`src/rtl/pipe_stall_ctrl_if.sv`:
```
`default_nettype none
// ============================================================================
//  Module      : pipe_stall_ctrl_if
//  Description : Handshake bundle between the pipeline stages and the central
//                stall controller (stall requests in, stall/flush out).
//  Revision    : 1.0  initial release
// ============================================================================
interface pipe_stall_ctrl_if #(
   parameter int MC_LEN_W = 6
) ();

   // requests from the pipeline towards the controller
   logic                stallreq_from_if;
   logic                stallreq_from_id;
   logic                ex_mc_start;
   logic [MC_LEN_W-1:0] ex_mc_len;
   logic                excp_valid;
   logic [31:0]         excp_new_pc;

   // controls and status from the controller back to the pipeline
   logic [5:0]          stall;
   logic                flush;
   logic [31:0]         new_pc;
   logic                ex_mc_busy;
   logic                ex_mc_done;
   logic                stall_timeout;
   logic [31:0]         stall_cycles;

   // pipeline side: raises requests, consumes stall/flush
   modport master (
      output stallreq_from_if, stallreq_from_id, ex_mc_start, ex_mc_len,
             excp_valid, excp_new_pc,
      input  stall, flush, new_pc, ex_mc_busy, ex_mc_done,
             stall_timeout, stall_cycles
   );

   // controller side: arbitrates requests, drives stall/flush
   modport slave (
      input  stallreq_from_if, stallreq_from_id, ex_mc_start, ex_mc_len,
             excp_valid, excp_new_pc,
      output stall, flush, new_pc, ex_mc_busy, ex_mc_done,
             stall_timeout, stall_cycles
   );

endinterface
`default_nettype wire

```
`src/rtl/pipe_stall_ctrl.sv`:
```
`default_nettype none
// ============================================================================
//  Module      : pipe_stall_ctrl
//  Description : Central stall/flush controller for the 6-stage core.
//                Merges IF/ID/EX stall requests into one stall vector,
//                sequences multi-cycle EX ops with a busy FSM, drives the
//                exception redirect and keeps stall diagnostics.
//  Revision    : 1.0  initial release
// ============================================================================
module pipe_stall_ctrl #(
   parameter int MC_LEN_W = 6,
   parameter int TIMEOUT  = 1024,
   parameter int RUN_W    = 16
) (
   input  wire logic        clk,
   input  wire logic        rst,
   pipe_stall_ctrl_if.slave bus
);

   // FSM encoding
   localparam logic [0:0] c_ST_IDLE = 1'b0;
   localparam logic [0:0] c_ST_BUSY = 1'b1;

   // stall patterns: each request freezes its own stage and everything older
   localparam logic [5:0] c_STALL_NONE = 6'b000000;
   localparam logic [5:0] c_STALL_IF   = 6'b000011;
   localparam logic [5:0] c_STALL_ID   = 6'b000111;
   localparam logic [5:0] c_STALL_EX   = 6'b001111;

   localparam logic [MC_LEN_W-1:0] c_LEN_ONE   = MC_LEN_W'(1);
   localparam logic [MC_LEN_W-1:0] c_LEN_ZERO  = '0;
   localparam logic [RUN_W-1:0]    c_RUN_MAX   = '1;
   localparam logic [RUN_W-1:0]    c_RUN_LIMIT = RUN_W'(TIMEOUT - 1);
   localparam logic [31:0]         c_CYC_MAX   = 32'hFFFF_FFFF;

   // state
   logic [0:0]          r_state;
   logic [MC_LEN_W-1:0] r_cnt;
   logic [RUN_W-1:0]    r_run;
   logic                r_timeout;
   logic [31:0]         r_stall_cycles;

   // next-state and combinational controls
   logic [0:0]          w_state_nxt;
   logic [MC_LEN_W-1:0] w_cnt_nxt;
   logic                w_ex_stall;
   logic                w_done;
   logic [5:0]          w_stall;
   logic                w_flush;
   logic                w_stall_any;

   // Multi-cycle sequencer: a start of length L>=2 stalls EX for L-1 cycles,
   // the last BUSY cycle (cnt==1) is the result-ready cycle. An exception
   // aborts the op, and a start coinciding with an exception is dropped.
   always_comb begin
      w_state_nxt = r_state;
      w_cnt_nxt   = r_cnt;
      w_ex_stall  = 1'b0;
      w_done      = 1'b0;
      case (r_state)
         c_ST_IDLE: begin
            w_cnt_nxt = c_LEN_ZERO;
            if (bus.ex_mc_start && !bus.excp_valid && (bus.ex_mc_len > c_LEN_ONE)) begin
               w_ex_stall  = 1'b1;
               w_state_nxt = c_ST_BUSY;
               w_cnt_nxt   = bus.ex_mc_len - c_LEN_ONE;
            end
         end
         c_ST_BUSY: begin
            if (bus.excp_valid) begin
               w_state_nxt = c_ST_IDLE;
               w_cnt_nxt   = c_LEN_ZERO;
            end else if (r_cnt > c_LEN_ONE) begin
               w_ex_stall = 1'b1;
               w_cnt_nxt  = r_cnt - c_LEN_ONE;
            end else begin
               w_done      = 1'b1;
               w_state_nxt = c_ST_IDLE;
               w_cnt_nxt   = c_LEN_ZERO;
            end
         end
         default: begin
            w_state_nxt = c_ST_IDLE;
            w_cnt_nxt   = c_LEN_ZERO;
         end
      endcase
   end

   // Stall arbitration; lower-priority requests are simply absorbed because
   // requesters keep asserting until their stage is released.
   always_comb begin
      w_stall = c_STALL_NONE;
      if (!rst || bus.excp_valid) begin
         w_stall = c_STALL_NONE;
      end else if (w_ex_stall) begin
         w_stall = c_STALL_EX;
      end else if (bus.stallreq_from_id) begin
         w_stall = c_STALL_ID;
      end else if (bus.stallreq_from_if) begin
         w_stall = c_STALL_IF;
      end
   end

   // Flush/redirect is silent while reset is held
   always_comb begin
      w_flush     = rst && bus.excp_valid;
      w_stall_any = (w_stall != c_STALL_NONE);
   end

   // FSM and multi-cycle counter registers
   always_ff @(posedge clk) begin
      if (!rst) begin
         r_state <= c_ST_IDLE;
         r_cnt   <= c_LEN_ZERO;
      end else begin
         r_state <= w_state_nxt;
         r_cnt   <= w_cnt_nxt;
      end
   end

   // Watchdog: count consecutive stalled cycles, latch a sticky timeout flag
   always_ff @(posedge clk) begin
      if (!rst) begin
         r_run     <= '0;
         r_timeout <= 1'b0;
      end else if (w_stall_any) begin
         if (r_run != c_RUN_MAX) begin
            r_run <= r_run + RUN_W'(1);
         end
         if (r_run >= c_RUN_LIMIT) begin
            r_timeout <= 1'b1;
         end
      end else begin
         r_run <= '0;
      end
   end

   // Saturating total of stalled cycles (flush cycles never stall, so they
   // are never counted)
   always_ff @(posedge clk) begin
      if (!rst) begin
         r_stall_cycles <= '0;
      end else if (w_stall_any && (r_stall_cycles != c_CYC_MAX)) begin
         r_stall_cycles <= r_stall_cycles + 32'd1;
      end
   end

   assign bus.stall         = w_stall;
   assign bus.flush         = w_flush;
   assign bus.new_pc        = w_flush ? bus.excp_new_pc : 32'd0;
   assign bus.ex_mc_done    = rst && w_done;
   assign bus.ex_mc_busy    = (r_state == c_ST_BUSY);
   assign bus.stall_timeout = r_timeout;
   assign bus.stall_cycles  = r_stall_cycles;

endmodule
`default_nettype wire

```
`src/flat_wrapper.sv`:
```
// flat-port wrapper written by rule: the top's interface ports become plain ports
module pipe_stall_ctrl_flat 
#(
   parameter int MC_LEN_W = 6,
   parameter int TIMEOUT  = 1024,
   parameter int RUN_W    = 16
)
  (clk, rst, bus_stallreq_from_if, bus_stallreq_from_id, bus_ex_mc_start, bus_ex_mc_len, bus_excp_valid, bus_excp_new_pc, bus_stall, bus_flush, bus_new_pc, bus_ex_mc_busy, bus_ex_mc_done, bus_stall_timeout, bus_stall_cycles);
  pipe_stall_ctrl_if #(.MC_LEN_W(MC_LEN_W)) bus_i ();
  input  wire logic clk;
  input  wire logic rst;
  input wire logic [$bits(bus_i.stallreq_from_if)-1:0] bus_stallreq_from_if;
  input wire logic [$bits(bus_i.stallreq_from_id)-1:0] bus_stallreq_from_id;
  input wire logic [$bits(bus_i.ex_mc_start)-1:0] bus_ex_mc_start;
  input wire logic [$bits(bus_i.ex_mc_len)-1:0] bus_ex_mc_len;
  input wire logic [$bits(bus_i.excp_valid)-1:0] bus_excp_valid;
  input wire logic [$bits(bus_i.excp_new_pc)-1:0] bus_excp_new_pc;
  output wire logic [$bits(bus_i.stall)-1:0] bus_stall;
  output wire logic [$bits(bus_i.flush)-1:0] bus_flush;
  output wire logic [$bits(bus_i.new_pc)-1:0] bus_new_pc;
  output wire logic [$bits(bus_i.ex_mc_busy)-1:0] bus_ex_mc_busy;
  output wire logic [$bits(bus_i.ex_mc_done)-1:0] bus_ex_mc_done;
  output wire logic [$bits(bus_i.stall_timeout)-1:0] bus_stall_timeout;
  output wire logic [$bits(bus_i.stall_cycles)-1:0] bus_stall_cycles;
  assign bus_i.stallreq_from_if = bus_stallreq_from_if;
  assign bus_i.stallreq_from_id = bus_stallreq_from_id;
  assign bus_i.ex_mc_start = bus_ex_mc_start;
  assign bus_i.ex_mc_len = bus_ex_mc_len;
  assign bus_i.excp_valid = bus_excp_valid;
  assign bus_i.excp_new_pc = bus_excp_new_pc;
  assign bus_stall = bus_i.stall;
  assign bus_flush = bus_i.flush;
  assign bus_new_pc = bus_i.new_pc;
  assign bus_ex_mc_busy = bus_i.ex_mc_busy;
  assign bus_ex_mc_done = bus_i.ex_mc_done;
  assign bus_stall_timeout = bus_i.stall_timeout;
  assign bus_stall_cycles = bus_i.stall_cycles;
  pipe_stall_ctrl #(.MC_LEN_W(MC_LEN_W), .TIMEOUT(TIMEOUT), .RUN_W(RUN_W)) u_core (.clk(clk), .rst(rst), .bus(bus_i));
endmodule
```
`config.mk`:
```
export PLATFORM = sky130hd
export DESIGN_NAME = pipe_stall_ctrl_flat
export DESIGN_NICKNAME = d
export VERILOG_FILES = /design/src/rtl/pipe_stall_ctrl_if.sv /design/src/rtl/pipe_stall_ctrl.sv /design/src/flat_wrapper.sv
export SDC_FILE = /design/constraint.sdc
export NUM_CORES = 1
export LEC_CHECK = 0
export BUFFER_PORTS_ARGS = -buffer_cell sky130_fd_sc_hd__buf_2
export CORE_MARGIN = 8
export CORE_UTILIZATION = 50
export DETAILED_ROUTE_END_ITERATION = 16
export PLACE_DENSITY = 0.78
export SLEW_MARGIN = 20
export SYNTH_ARGS = -nofsm -noshare
export SYNTH_HDL_FRONTEND = slang
export SYNTH_SLANG_ARGS = --single-unit
```
`constraint.sdc`:
```
create_clock -name clk -period 4.3 [get_ports clk]
set_input_delay 0.43 -clock clk [delete_from_list [all_inputs] [get_ports clk]]
set_output_delay 0.43 -clock clk [all_outputs]
set_load 0.03 [all_outputs]
```
[Word-level counts from Yosys, hierarchy flattened]
Index checks and enable logic that the tools add are counted.
W data, S select, Z words.
Word-level totals
  input port bits: 44
  output and inout bits: 74
  register bits: 56
Cells by class
  $lt $le $gt $ge: 3
  muxes and demuxes: 16
  bitwise operators: 1
  equality and inequality tests: 2
  add/sub/neg operators: 4
  reductions and logical operators: 11
Operator list (number)
  $mux W6: 6
  $add A32 B1 Y32 const B: 1
  $mux W32: 1
  $ne A32 B32 Y1 const B: 1
  $add A16 B1 Y16 const B: 1
  $ge A16 B10 Y1 const B: 1
  $ne A16 B16 Y1 const B: 1
  $gt A6 B1 Y1 const B: 2
  $pmux W6 S2: 1
  $sub A6 B1 Y6 const B: 2
  $mux W1: 6
  $reduce_bool A6 Y1: 1
  $logic_and A1 B1 Y1: 5
  $reduce_and A2 Y1: 2
  $logic_not A1 Y1: 2
  $mux W2: 1
  $pmux W1 S2: 1
  $logic_or A1 B1 Y1: 1
  $not A1 Y1: 1

[Logic depth before layout (Yosys ltp)]
Gate-level depths: netlist (run 1).
  depth in word-level cells: 9
  depth in mapped cells: 9
  gate-level depth less buffers: 8

[Worst setup path before layout (run 1)]
OpenSTA, ideal clock, no wires.
  path type: input to output
  from: input bus_ex_mc_len[4]
  to: output bus_stall[1]
  setup slack: 1845 ps
  arrival: 2025 ps
  path buffers: 2
  required time: 3870 ps
  cell stages on the path: 6
  cell sequence: or3_4 -> o311a_4 -> o31ai_4 -> buf_6 -> inv_2 -> buf_4
On the way
  longest elaborated chain between the ends: 6
Ends and longest elaborated chain
  start, declared: line flat_wrapper.sv:15  | input wire logic [$bits(bus_i.ex_mc_len)-1:0] bus_ex_mc_len;
  $gt A6 B1 Y1: line pipe_stall_ctrl.sv:63  | if (bus.ex_mc_start && !bus.excp_valid && (bus.ex_mc_len > c_LEN_ONE)) begin
  $logic_and A1 B1 Y1: line pipe_stall_ctrl.sv:63
  $mux W1: line pipe_stall_ctrl.sv:63
  $pmux W1 S2: line pipe_stall_ctrl.sv:60  | case (r_state)
  $mux W6: line pipe_stall_ctrl.sv:95  | end else if (w_ex_stall) begin
  $mux W6: line pipe_stall_ctrl.sv:93  | if (!rst || bus.excp_valid) begin
  end, declared: line flat_wrapper.sv:18  | output wire logic [$bits(bus_i.stall)-1:0] bus_stall;
No other way between the ends.

[Final worst setup path (run 1)]
  from: register u_core.r_stall_cycles[14] (netlist: u_core.bus.stall_cycles[14])
  to: register u_core.r_stall_cycles[7] (netlist: u_core.bus.stall_cycles[7])
On the way
  longest elaborated chain between the ends: 2
Ends and longest elaborated chain
  start, declared: line pipe_stall_ctrl.sv:41  | logic [31:0] r_stall_cycles;
  start signal, assigned: line pipe_stall_ctrl.sv:144  | r_stall_cycles <= r_stall_cycles + 32'd1;
  $ne A32 B32 Y1: line pipe_stall_ctrl.sv:143  | end else if (w_stall_any && (r_stall_cycles != c_CYC_MAX)) begin
  $logic_and A1 B1 Y1: line pipe_stall_ctrl.sv:143
No other way between the ends.
A chain may end at the register's enable or synchronous reset.

==> metrics.txt, run 1 <==
outcome=complete, no violations; layout cells sized above 1=0.267; register area share after synthesis=0.338; vias in the first global route=3263; fillers=562; top-area cell type share of the netlist area=0.338; most common library cells after synthesis=56 x dfxtp_1, 41 x and3_1, 35 x a21oi_1; WHS Endpoint=u_core.bus.stall_timeout; Avg Cell Area, Syn=8.11 µm²; CTS clk-pin slew, worst paths=0.10 ns; P_sw=267 µW; Setup crit end kind=register; final-report hold violation count=0; Crit path arrival time=3.06 ns; Least-Margin Pin Slew=1.04 ns; type of origin of the critical path=register; Synth area leader=dfxtp_1; # H-tree levels=2; ANT cells=0; critical path class=reg -> reg; Clock Tree Buf Depth=2; min cycle time layout=2.86 ns; most common cell in the netlist=dfxtp_1; gr usage total=0.189; unrepaired setup endpoints after global routing=false; synth top area cells=dfxtp_1 34%, and3_1 7.7%, a21oi_1 5.3%; sequential share of power=0.522; Achievable Freq=350 MHz; cell chain of the critical path=nand4_1 > or4_1 > nor3_2 > buf_4 > nor4_1 > o21a_1; Root Driver=clkbuf_8; register area=1120 µm²; Power per Cell Area=254 nW/µm²; Gate power share=0.146; core area=6390 µm²; drt drc=0; clock latency on the worst-skew pair=0.31 ns; Setup Skew=0.0133 ns; Worst R2R Start=u_core.bus.stall_cycles[14]; # Max-Cap Violations=0; cell area after synthesis=3320 µm²; routed via count=3437; met1 Usage GRT=0.216; DR vias/cell=5.90; Static Leak=0.00170 µW; Syn Inst Count=409; Pre-Repair DR Iteration Count=4; met3 GRT Util=0.0669; Nets=555; ys async rst share=0; worst rel slew slack=0.303; Multi-input gate area=2010 µm²; WL per Instance=16.0 µm; min-delay src=u_core.bus.stall_timeout; Die Y=97.5 µm; post-route ant nets=0; die area=9500 µm²; Iter 0 DRT Violations=188; Synth cell types=52; period utilisation layout=0.665; Worst Path Max Fanout=32; hold depth=1; post-synthesis register bit count=56; clock sinks=56; VDD IR max=0.000264 V; crit path max-delay cell type=nor3_2; Reg2Reg Depth=6; Setup Fix Bufs, Post-CTS=0; Die X-Extent=97.5 µm; largest net degree at the start of global routing=48; Hold WC Path Type=reg -> reg; Starting Density=0.519; dpl hpwl=7160 µm; cts hold-fix bufs=0; Area Overhead vs Synth=20.1%; setup tns final=0 ns; Yosys warning count=0; main flop type after synthesis=dfxtp_1; CTS tree=built; initial antenna violation count=0; # port buffers=115; clock power share=0.332; M2 GR Usage=0.326; Routed Wire Length=9320 µm; R2R setup slack=1.44 ns; CTS Buf Count=5; PostCTS Resize Cnt=0; Pint=747 µW; IO Count=118; Crit Reg-Reg Endpoint=u_core.bus.stall_cycles[7]; GPL Wtd Cong=0.835; row cnt=29; first-pass GRT wire length=15600 µm; Remaining Overflow, GRT=0; gr busiest metal=met2; Critical Path Max Stage Delay=0.72 ns; Net Sw Frac=0.263; setup violators final=0; Worst Hold Slack=0.502 ns; Final Max Slew Viols=0; data required time of the worst path=4.50 ns; number of synthesized flops with an enable pin=0
==> layer usage <==
layer,up-vias,part of all wire
met5,-,0
met1,1584,0.41
met4,0,0.011
met2,119,0.49
li1,1727,-
met3,7,0.084
==> kinds of logic (layout without fill, tap and decap cells) <==
group	after synthesis	in the layout	share of synthesized area
AND/OR/NAND/NOR	193	193	0.329
XOR/XNOR	20	20	0.0528
multiplexers	5	5	0.0151
buffers and inverters	42	138	0.0592
adder cells (fa/ha/maj)	6	6	0.0226
other	1	2	0.00113
flip-flops	56	56	0.338
AO/OA/AOI/OAI	86	86	0.183
==> worst max-delay path by stage <==
stage | from | end | cells after the start
floorplan | bus_ex_mc_len[4] | bus_stall[1] | 6
global placement | bus_ex_mc_len[4] | u_core.bus.stall_cycles[22] | 7
detailed placement | rst | u_core.bus.stall_cycles[23] | 8
CTS | u_core.r_cnt[4] | bus_stall[0] | 5
global route | u_core.bus.stall_cycles[14] | u_core.bus.stall_cycles[13] | 6
finish | u_core.bus.stall_cycles[14] | u_core.bus.stall_cycles[7] | 6
==> power by group through the flow <==
stage | registers, µW | logic [µW] | clock network (µW)
2_1_floorplan | 544 | 99.7 | 0
3_3_place_gp | 541 | 146 | 0
3_5_place_dp | 541 | 149 | 0
4_1_cts | 529 | 149 | 345
5_1_grt | 530 | 161 | 366
6_report | 529 | 148 | 337
==> cells in the final DEF (no fill, tap or decap), types with 13 or more instances in the layout <==
| master | instances |
|---|---|
| o31ai_1 | 20 |
| or4_1 | 21 |
| xnor2_1 | 13 |
| nor2_1 | 26 |
| dfxtp_1 | 56 |
| and3_1 | 41 |
| buf_2 | 115 |
| nand3_1 | 20 |
| nand2_1 | 26 |
| nand4_1 | 18 |
| a21oi_1 | 35 |
==> worst max-delay path: cells and delay by family, from the launching register on <==
kind	cells	cell delay, ns
AND/OR/NAND/NOR	4	1.65
flip-flops	1	0.46
buffers and inverters	1	0.44
AO/OA/AOI/OAI	1	0.19
==> metrics by stage <==
| step | worst slack (ns) | total power [µW] | util | instances | instance area [µm²] |
|---|---|---|---|---|---|
| 2_1_floorplan | 1.84 | 643 | - | 410 | 3320 |
| 3_3_place_gp | 1.55 | 686 | 0.607 | 575 | 3880 |
| 3_5_place_dp | 1.45 | 689 | 0.607 | 575 | 3880 |
| 4_1_cts | 1.47 | 1020 | 0.624 | 583 | 3980 |
| 5_1_grt | 1.20 | 1060 | 0.624 | 583 | 3980 |
| 6_report | 1.44 | 1010 | 0.624 | 583 | 3980 |
==> sequential cells by signal, summed over array words and instances, names as in the netlist <==
name / count
u_core.bus.ex_mc_busy: 1
u_core.bus.stall_cycles: 32
u_core.bus.stall_timeout: 1
u_core.r_cnt: 6
u_core.r_run: 16
==> cell type report <==
cell class	count	area share
Clock buffer	6	0.0182
Clock inverter	2	0.00879
Timing Repair Buffer	120	0.154
Inverter	10	0.00942
Sequential cell	56	0.281
Tap cell	77	0.0242
Multi-Input combinational cell	312	0.504
(Power assumes the default switching activity.)
==> run 2: changes to the inputs <==
--- a/config.mk
+++ b/config.mk
@@ -5,11 +5,12 @@
 export SDC_FILE = /design/constraint.sdc
 export NUM_CORES = 1
 export LEC_CHECK = 0
+export ABC_AREA = 1
 export BUFFER_PORTS_ARGS = -buffer_cell sky130_fd_sc_hd__buf_2
 export CORE_MARGIN = 8
-export CORE_UTILIZATION = 50
+export CORE_UTILIZATION = 47
 export DETAILED_ROUTE_END_ITERATION = 16
-export PLACE_DENSITY = 0.78
+export PLACE_DENSITY = 0.75
 export SLEW_MARGIN = 20
 export SYNTH_ARGS = -nofsm -noshare
 export SYNTH_HDL_FRONTEND = slang
==> constraint.sdc (replaced) <==
create_clock -name clk -period 2.6 [get_ports clk]
set_input_delay 0.26 -clock clk [delete_from_list [all_inputs] [get_ports clk]]
set_output_delay 0.26 -clock clk [all_outputs]
set_load 0.03 [all_outputs]
==> metrics.txt, run 2 <==
outcome=complete, no violations; final-report hold violation count=0; post-route ant nets=0; Starting Density=0.485; GPL Wtd Cong=0.888; initial antenna violation count=0; Remaining Overflow, GRT=0; Nets=779; Root Driver=clkbuf_8; most common cell after layout, fill and taps aside=nand2_1; first-pass GRT wire length=17500 µm; Pint=1180 µW; period utilisation layout=0.922; Least-Margin Pin Slew=0.965 ns; critical path class=reg -> out; vias in the first global route=3699; register area share after synthesis=0.299; row cnt=32; Static Leak=0.00210 µW; Clock Tree Buf Depth=2; Non-Filler Instances=831; cell count after placement=824; CTS tree=built; clock power share=0.315; Die X-Extent=105 µm; VDD IR max=0.000241 V; met1 Usage GRT=0.251; Iter 0 DRT Violations=288; total power=1640 µW; Synth area leader=dfxtp_1; Setup Skew=0.0142 ns; setup violators final=0; die area=11100 µm²; Power per Cell Area=366 nW/µm²; unrepaired setup endpoints after global routing=false; Reg2Reg Depth=9; clock sinks=56; layout cells sized above 1=0.191; hold depth=4; M2 GR Usage=0.293; Hold WC Path Type=in -> reg; P_sw=455 µW; Gate power share=0.153; Die Y=105 µm; Net Sw Frac=0.278; ys async rst share=0; Avg Cell Area, Syn=6.03 µm²; synth top area cells=dfxtp_1 30%, nand2_1 20%, nor2_1 12%; most frequent cells in the layout=204 x nand2_1, 123 x nor2_1, 115 x buf_2, 70 x inv_1, 56 x dfxtp_1; gr usage total=0.184; gr busiest metal=met2; cts hold-fix bufs=0; # Max-Cap Violations=0; Area Overhead vs Synth=19.4%; CTS clk-pin slew, worst paths=0.09 ns; Pre-Repair DR Iteration Count=5; Worst Path Max Fanout=15; PostCTS Resize Cnt=0; type of origin of the critical path=register; cell area after synthesis=3750 µm²; # port buffers=115; most common cell in the netlist=nand2_1; met3 GRT Util=0.0335; ANT cells=0; sequential share of power=0.532; Yosys warning count=0; Achievable Freq=417 MHz; main flop type after synthesis=dfxtp_1; Syn Inst Count=622; core area=7730 µm²; WL per Instance=12.9 µm; clock latency on the worst-skew pair=0.31 ns; Final Max Slew Viols=0; Setup Fix Bufs, Post-CTS=0; number of synthesized flops with an enable pin=0; most common library cells after synthesis=204 x nand2_1, 123 x nor2_1, 70 x inv_1; largest net degree at the start of global routing=43; CTS Buf Count=5; DR vias/cell=4.84; post-layout util=0.579; post-synthesis register bit count=56; Setup crit end kind=output pin; data required time of the worst path=2.34 ns; Crit path arrival time=2.14 ns; worst rel slew slack=0.355; max reg flops=32; IO Count=118; setup tns final=0 ns; Synth cell types=35; min cycle time layout=2.40 ns; top-area cell type share of the netlist area=0.299; dpl hpwl=8250 µm; routed via count=4026; # H-tree levels=2; Routed Wire Length=10700 µm; drt drc=0
-- run 2: changes by cell type after synthesis, moves of 9 or more --
cell / before / now
xor2_1: 7 / 18
nor2_1: 26 / 123
nor4_1: 10 / 1
nand3_1: 20 / 11
or4_1: 21 / 0
a21oi_1: 35 / 45
inv_1: 9 / 70
nand4_1: 18 / 9
o31ai_1: 20 / 1
and3_1: 41 / 0
clkbuf_1: 19 / 7
nand3b_1: 1 / 18
nand2_1: 26 / 204
-- run 2: area by class of cell --
cell class / instances / area, µm²
Inverter: 72 / 270
Multi-Input combinational cell: 476 / 2260
Sequential cell: 56 / 1120
Timing Repair Buffer: 118 / 598
Tap cell: 102 / 128
Clock buffer: 7 / 96.3
Fill cell: 779 / 3250
-- run 2: power by group through the flow --
stage	sequential [µW]	clock (µW)	combinational, µW
global route	874	560	273
CTS	872	529	248
global placement	891	0	243
floorplan	894	0	165
finish	872	515	251
detailed placement	891	0	247
-- run 2: cell families after synthesis --
kind of cell    synth area share
other cells              0.00100
compound gates            0.0771
flops                      0.299
xor+xnor                  0.0654
simple gates               0.435
fa+ha+maj                 0.0200
buf+inv                    0.102
-- run 2: metrics by stage --
stage / worst slack, ns / cell area, µm² / hold slack [ns]
floorplan: 0.611 / 3750 / 0.428
global placement: 0.559 / 4360 / 0.439
detailed placement: 0.437 / 4360 / 0.439
CTS: 0.113 / 4460 / 0.272
global route: 0.0365 / 4480 / 0.292
finish: 0.203 / 4480 / 0.283
-- run 2: worst max-delay path, stage by stage, from the launching register on --
cell,delay [ns]
dfxtp_1,0.34
inv_1,0.09
ha_1,0.25
inv_1,0.07
nand2_1,0.05
nand3_1,0.09
nand2_1,0.16
nand3_4,0.22
nand2_8,0.12
inv_1,0.21
buf_2,0.24
-- run 2: final timing paths --
path / startpoint / endpoint / slack [ns]
min: bus_ex_mc_len[0] / u_core.r_cnt[0] / 0.28
max reg2reg: u_core.bus.stall_cycles[0] / u_core.bus.stall_cycles[2] / 0.50
min reg2reg: u_core.bus.stall_timeout / u_core.bus.stall_timeout / 0.45
max: u_core.r_cnt[0] / bus_stall[1] / 0.20
-- run 2: per-layer routing --
layer	wire length (µm)	share of wire	vias to the layer above
li1	-	-	2123
met1	5060	0.47	1757
met2	4890	0.46	135
met3	633	0.059	11
met4	95	0.0089	0
met5	0	0	-
==> run 3: changes to the inputs <==
--- a/config.mk
+++ b/config.mk
@@ -6,7 +6,7 @@
 export NUM_CORES = 1
 export LEC_CHECK = 0
 export ABC_AREA = 1
-export BUFFER_PORTS_ARGS = -buffer_cell sky130_fd_sc_hd__buf_2
+export BUFFER_PORTS_ARGS = -buffer_cell sky130_fd_sc_hd__buf_4
 export CORE_MARGIN = 8
 export CORE_UTILIZATION = 47
 export DETAILED_ROUTE_END_ITERATION = 16
==> metrics.txt, run 3 (synthesis results as in run 2) <==
outcome=complete, no violations; data required time of the worst path=2.34 ns; setup tns final=0 ns; Pre-Repair DR Iteration Count=5; cell chain of the critical path=inv_1 > ha_1 > inv_1 > nand2_1 > nand3_1 > nand2_1 > nand3_4 > nand2_8 > inv_1 > buf_4; # port buffers=115; Setup Fix Bufs, Post-CTS=0; setup violators final=0; hold depth=4; post-route ant nets=0; worst rel slew slack=0.339; type of origin of the critical path=register; Least-Margin Pin Slew=0.989 ns; CTS Buf Count=5; Die Y=105 µm; Area Overhead vs Synth=27.8%; routed via count=4126; Crit path arrival time=2.12 ns; max reg flops=32; min cycle time layout=2.38 ns; PostCTS Resize Cnt=0; unrepaired setup endpoints after global routing=false; dpl hpwl=8570 µm; # H-tree levels=2; final-report hold violation count=0; most common cell after layout, fill and taps aside=nand2_1; die area=11100 µm²; CTS clk-pin slew, worst paths=0.11 ns; layout cells sized above 1=0.193; clock sinks=56; largest net degree at the start of global routing=43; first-pass GRT wire length=18200 µm; Crit path max-delay family=simple AND/OR/NAND/NOR gates; GPL Wtd Cong=0.941; clock latency on the worst-skew pair=0.32 ns; final worst slack=0.224 ns; Routed Wire Length=11100 µm; Reg2Reg Depth=9; WL per Instance=13.3 µm; VDD IR max=0.000248 V; Die X-Extent=105 µm; ANT cells=0; Worst Path Max Fanout=15; cell count along the critical path=10; CTS tree=built; WP buf/inv=4; cts hold-fix bufs=0; Power per Cell Area=368 nW/µm²; gr usage total=0.194; Iter 0 DRT Violations=225; Critical Path Max Stage Delay=0.33 ns; post-layout util=0.620; initial antenna violation count=0; Achievable Freq=421 MHz; most used cell along the critical path=inv_1; Setup crit end kind=output pin; Setup Skew=0.0105 ns; drt drc=0; crit path max-delay cell type=dfxtp_1; Starting Density=0.485; DR vias/cell=4.95; Clock Tree Buf Depth=2; row cnt=32; period utilisation layout=0.914; core area=7730 µm²; Remaining Overflow, GRT=0; Static Leak=0.00215 µW; Final Max Slew Viols=0; critical path class=reg -> out; most frequent cells in the layout=204 x nand2_1, 123 x nor2_1, 119 x buf_4, 70 x inv_1, 56 x dfxtp_1; Root Driver=clkbuf_8; # Max-Cap Violations=0; IO Count=118; Nets=780; Hold WC Path Type=in -> reg; vias in the first global route=3709; worst slack, placed=0.466 ns; total power=1760 µW
==> run 3: cell count changes in the layout (fill, tap and decap cells not counted) <==
cell       delta
inv_8         +1
clkbuf_8      -2
buf_2       -115
bufinv_16     +1
clkinv_2      +1
buf_4       +116
==> run 3: worst min-delay path: stages <==
cell and delay [ns]:
buf_4 0.10, xor2_1 0.06, nand2_1 0.06, a21oi_1 0.05
==> run 3: where the power goes <==
part           switching, µW  internal [µW]  leakage (µW)
clock                    314            293     0.0000600
combinational            174            113       0.00164
sequential              7.28            865      0.000452
==> run 3: area by class of cell <==
type | count | area [µm²]
fill | 755 | 2940
tap | 102 | 128
sequential | 56 | 1120
clock buffer | 5 | 68.8
clock inverter | 3 | 46.3
multi-input combinational | 476 | 2260
timing repair buffer | 119 | 893
inverter | 72 | 270
==> run 3: through the flow <==
stage                     area, µm²  instances  hold slack (ns)
after floorplan                3750        623            0.428
after global placement         4660        825            0.439
after detailed placement       4660        825            0.444
after CTS                      4770        833            0.232
after global routing           4790        833            0.260
final                          4790        833            0.238
==> run 3: path summary, 6_finish.rpt <==
path                         startpoint                          end  slack, ns
min                    bus_ex_mc_len[2]              u_core.r_cnt[2]       0.24
min reg2reg    u_core.bus.stall_timeout     u_core.bus.stall_timeout       0.45
max reg2reg  u_core.bus.stall_cycles[0]  u_core.bus.stall_cycles[19]       0.51
max                     u_core.r_cnt[0]                 bus_stall[0]       0.22
==> run 3: metal layers <==
layer / vias up / share of wire / GRT usage
met5: - / 0 / 0
met4: 0 / 0.010 / 0.0479
met3: 10 / 0.050 / 0.0335
met2: 117 / 0.47 / 0.315
met1: 1870 / 0.47 / 0.261
li1: 2129 / - / -
